[config.mk]
export PLATFORM = sky130hd
export DESIGN_NAME = irq_encode8x3
export DESIGN_NICKNAME = d
export VERILOG_FILES = /design/src/rtl/irq_encode8x3.sv
export SDC_FILE = /design/constraint.sdc
export NUM_CORES = 1
export LEC_CHECK = 0
export CAP_MARGIN = 20
export CORE_MARGIN = 4
export CORE_UTILIZATION = 24
export DETAILED_ROUTE_END_ITERATION = 7
export GPL_TIMING_DRIVEN = 0
export PLACE_DENSITY = 0.54
export SLEW_MARGIN = 20
export SYNTH_ARGS = -nofsm -noshare
export SYNTH_HDL_FRONTEND = slang
export SYNTH_SLANG_ARGS = --single-unit
[constraint.sdc]
create_clock -name clk -period 1.47 [get_ports clk]
set_clock_uncertainty 0.05 [all_clocks]
set_input_delay 0.147 -clock clk [delete_from_list [all_inputs] [get_ports clk]]
set_output_delay 0.147 -clock clk [all_outputs]
set_load 0.005 [all_outputs]
[src/rtl/irq_encode8x3.sv]
// irq_encode8x3: interrupt request encoder. Synchronizes eight active-low
// request lines, latches each falling edge as a pending bit, and offers the
// highest-priority enabled pending line (lowest index) to the core as vector
// code 7-i through a valid/ack handshake.
//
// SYNC_STAGES must lie in 1..3.
//
// After reset, edge capture stays disabled until the synchronizer and history
// flops have been refilled from the real inputs. This way a line that is held
// low through reset is not mistaken for a fresh falling edge: it has to return
// high and then fall again before it is captured.
module irq_encode8x3 #(
    parameter int SYNC_STAGES = 2
) (
    input  logic       clk,
    input  logic       rst_n,
    input  logic [7:0] req_n,
    input  logic [7:0] mask,
    output logic [2:0] code,
    output logic       valid,
    input  logic       ack,
    output logic [7:0] pending
);

    localparam logic [0:0] ST_IDLE  = 1'b0;
    localparam logic [0:0] ST_OFFER = 1'b1;

    // The counter saturates once every synchronizer stage and the history
    // flop hold sampled input data rather than reset values.
    localparam logic [2:0] WARM_DONE = 3'(SYNC_STAGES + 1);

    logic [7:0] sync_q [SYNC_STAGES];
    logic [7:0] sync_d [SYNC_STAGES];
    logic [7:0] hist_q, hist_d;
    logic [2:0] warm_q, warm_d;
    logic [7:0] pending_q, pending_d;
    logic [0:0] state_q, state_d;
    logic [2:0] code_q, code_d;
    logic [2:0] win_q, win_d;
    logic       valid_q, valid_d;

    logic [7:0] sync_s;
    logic [7:0] fall;
    logic [7:0] eligible;
    logic [7:0] clr_vec;
    logic [2:0] win_idx;
    logic       win_hit;

    assign sync_s = sync_q[SYNC_STAGES-1];

    // Synchronizer shift, edge history and post-reset warm-up count.
    always_comb begin
        sync_d[0] = req_n;
        for (int k = 1; k < SYNC_STAGES; k++) begin
            sync_d[k] = sync_q[k-1];
        end
        hist_d = sync_s;
        warm_d = (warm_q == WARM_DONE) ? warm_q : warm_q + 3'd1;
    end

    // Falling-edge detect: history high, synchronized level now low.
    always_comb begin
        fall = (warm_q == WARM_DONE) ? (hist_q & ~sync_s) : 8'h00;
    end

    // Priority encoder over the eligible set; the lowest set index wins.
    always_comb begin
        eligible = pending_q & mask;
        win_hit  = |eligible;
        win_idx  = 3'd0;
        for (int i = 7; i >= 0; i--) begin
            if (eligible[i]) begin
                win_idx = 3'(i);
            end
        end
    end

    // Offer FSM; an accepted offer clears its pending bit, but a capture in
    // the same cycle re-sets it.
    always_comb begin
        state_d = state_q;
        code_d  = code_q;
        win_d   = win_q;
        valid_d = valid_q;
        clr_vec = 8'h00;
        case (state_q)
            ST_IDLE: begin
                if (win_hit) begin
                    code_d  = 3'd7 - win_idx;
                    win_d   = win_idx;
                    valid_d = 1'b1;
                    state_d = ST_OFFER;
                end
            end
            default: begin
                if (ack) begin
                    clr_vec = 8'd1 << win_q;
                    valid_d = 1'b0;
                    state_d = ST_IDLE;
                end
            end
        endcase
        pending_d = (pending_q & ~clr_vec) | fall;
    end

    // Synchronizer, history and warm-up registers; idle level is high.
    always_ff @(posedge clk or negedge rst_n) begin
        if (!rst_n) begin
            for (int k = 0; k < SYNC_STAGES; k++) begin
                sync_q[k] <= 8'hFF;
            end
            hist_q <= 8'hFF;
            warm_q <= 3'd0;
        end else begin
            for (int k = 0; k < SYNC_STAGES; k++) begin
                sync_q[k] <= sync_d[k];
            end
            hist_q <= hist_d;
            warm_q <= warm_d;
        end
    end

    // Pending bits and offer state registers.
    always_ff @(posedge clk or negedge rst_n) begin
        if (!rst_n) begin
            pending_q <= 8'h00;
            state_q   <= ST_IDLE;
            code_q    <= 3'd0;
            win_q     <= 3'd0;
            valid_q   <= 1'b0;
        end else begin
            pending_q <= pending_d;
            state_q   <= state_d;
            code_q    <= code_d;
            win_q     <= win_d;
            valid_q   <= valid_d;
        end
    end

    assign code    = code_q;
    assign valid   = valid_q;
    assign pending = pending_q;

endmodule

==> out/qor.csv <==
stage;metric;value;unit
global_route;grt_pass1_wl;5170;um
route;via_per_inst;4.34;
clocking;numClockSinks;43;
cells_and_area;drive_gt1_share;34.6;%
synth;synth_fa_ha_area_share;1.57;%
clocking;clk_latency;0.29;ns
synth;synth-seq-cells;43;
route;wirelength;3120;um
pwr;cellPowerDensity;1630;mW/mm^2
clocking;cts_tree;yes;
synth;synth_top_family_by_area;compound AO/OA/AOI/OAI gates;
cells_and_area;antenna_cells;0;
critical_path;crit_family;buffers and inverters;
clocking;htree_levels;2;
critical_path;critPathBufInv;1;
timing;min_period;1.40;ns
synth;ys_types;28;
synth;muxShareOfSynthArea;1.33;%
timing;worstMarginPinSlew;0.280;ns
place;post-place-cells;221;
route;drt_iter0_markers;54;
place;place_ws;-0.125;ns
synth;syn_area_per_cell;14.1;um^2
synth;synthSimpleGateAreaFrac;9.42;%
synth;synth_xor_area_share;0.549;%
global_route;antenna_found_initial;0;
critical_path;required;1.27;ns
clocking;cts_buffer_depth;2;
clocking;cts-root-buf;clkbuf_8;
hold_path;hold_class;in2async;
die;core_area;0.00639;mm^2
synth;ys_seq_area_share;69.4;%
global_route;grt_overflow;0;
global_route;met2_usage;13.7;%
cells_and_area;syn_to_final_growth;37.0;%
critical_path;crit_path_start;pending[0];
route;drc;0;
die;die-area;0.00801;mm^2
global_route;grt_max_degree;35;
timing;fin_crit_sh;95.4;%
global_route;grt_util_met1;10.7;%
route;via_count;1024;
critical_path;r2r-end;win_q[1];
critical_path;crit_arrival;1.20;ns
die;start_util;25.0;%
critical_path;end_kind;primary output;
clocking;clk_pin_slew;0.08;ns
critical_path;max_stage_delay;0.52;ns
timing;slew_headroom;81.4;%
status;status;complete, no violations;
timing;fin_ws;0.0681;ns
global_route;grt_util_met3;3.41;%
route;dr.pass1.iters;4;
global_route;grt_pass1_vias;1093;
cells_and_area;fin_cells;236;
synth;syn_area;0.00159;mm^2
cells_and_area;nets;179;
synth;synth_compound_area_share;15.9;%
timing;finalHoldViolCount;0;
timing;setup-violations-final;0;
timing;fmax;0.713;GHz
place;dpl.hpwl;2370;um
critical_path;path_max_fanout;3;
timing;rsz0062_at_grt;true;
route;ant_nets;0;
job;drv_cap;0;
place;io_buffers;30;
die;fp.dieW;89.5;um
timing;final.setup.tns;0;ns
critical_path;startpoint_type;flip-flop;
critical_path;r2r_cells;6;
die;pin_count;31;
critical_path;worstPathCellList;clkdlybuf4s50_1;
die;row_count;29;
critical_path;r2r_slack;0.08;ns
global_route;busiest_layer;met2;
critical_path;slowest_stage;clkdlybuf4s50_1;
global_route;globalRouteTotalUtil;8.61;%
pwr;irDropWorstVdd;0.715;mV
critical_path;reg2reg_from;pending[3];
critical_path;critical_path_class;reg2out;
place;routabilityCongestion;0.818;
synth;syn-num-nets;134;
pwr;leakage;0.870;nW
timing;drv_slew;0;
die;die_h;89.5;um
route;wl_per_cell;13.2;um
clocking;cts_made_buffers;5;
timing;timing.hold.ws;0.204;ns
synth;synthCells;113;
synth;ys_warn_count;0;
-- through the flow --
step	utilization (%)	instance area, um^2	power [W]
after floorplan	-	1590	0.00211
after global placement	31.2	1990	0.00260
after global routing	34.2	2180	0.00381
after CTS	33.7	2150	0.00357
after detailed placement	31.4	2010	0.00263
final	34.2	2180	0.00356
-- placed cells by master (no fill, tap or decap), types with 2 or more instances in the layout --
cell type	instances
a21o_2	2
inv_1	5
buf_4	6
a21oi_1	4
a22oi_2	2
nand2b_1	2
a22oi_4	2
nand3b_1	8
nand2_1	15
buf_2	3
dlymetal6s2s_1	2
ha_1	2
o31ai_1	2
dfrtp_2	2
o21ai_0	7
dfrtp_1	17
dfstp_2	24
clkbuf_8	5
nand3_1	2
clkdlybuf4s50_1	26
-- worst max path at each step --
stage / end / slack [ns] / cells past startpoint
after global placement: pending[0] / -0.76 / 1
final: pending[0] / 0.07 / 1
after CTS: pending[0] / 0.007 / 1
after global routing: code[0] / -0.03 / 5
after floorplan: code[0] / 0.23 / 4
after detailed placement: win_q[0] / -0.13 / 5
-- registers in the layout, summed over array words and instances (netlist names), 3 cells and up --
name	cells
hist_d	8
hist_q	8
pending	8
sync_d	8
code	3
warm_q	3
win_q	3
-- report_power, final --
part	total [W]	switching, W	internal [W]
clock network	0.000883	0.000378	0.000505
registers	0.00163	0.000186	0.00144
logic	0.00105	0.000464	0.000590
-- cells by family after synthesis --
group,after synthesis
compound gates,29
xor+xnor,1
fa+ha+maj,2
buf+inv,7
flops,43
mux,2
simple gates,29
-- synth_stat cells, drive strengths merged --
master / count / area (um^2)
a21o: 3 / 25.0
a21oi: 5 / 25.0
a22o: 1 / 8.76
a22oi: 4 / 67.6
a31oi: 1 / 6.26
a41oi: 1 / 27.5
and2: 1 / 7.51
buf: 2 / 10.0
dfrtp: 19 / 475
dfstp: 24 / 631
ha: 2 / 25.0
inv: 5 / 18.8
mux2: 1 / 11.3
mux2i: 1 / 10.0
nand2: 15 / 56.3
nand2b: 2 / 12.5
nand3: 2 / 10.0
nand3b: 8 / 60.1
nor2: 1 / 3.75
o21a: 1 / 7.51
o21ai: 8 / 40.0
o22a: 1 / 8.76
o22ai: 1 / 6.26
o311ai: 1 / 16.3
o31ai: 2 / 15.0
xnor2: 1 / 8.76
-- layer usage --
| metal | routed length [um] | vias up |
|---|---|---|
| met5 | 0 | - |
| met2 | 1480 | 32 |
| met4 | 56 | 0 |
| met3 | 200 | 8 |
| li1 | - | 486 |
| met1 | 1390 | 498 |
-- repair_timing --
item | 4_1_cts | 5_1_grt
hold buffers | 1 | 0
buffers inserted | 3 | 3
pin swaps | 0 | 2
hold endpoints to repair | 25 | 0
resized for setup | 3 | 4
setup endpoints to repair | 6 | 6
-- layout make-up --
type	count	area [um^2]
Buffer	2	10.0
Clock buffer	5	68.8
Fill cell	634	4200
Timing Repair Buffer	38	374
Inverter	5	18.8
Sequential cell	43	1110
Tap cell	77	96.3
Multi-Input combinational cell	63	463
Clock inverter	3	43.8
Note: power is estimated with default switching activity, not from simulation.
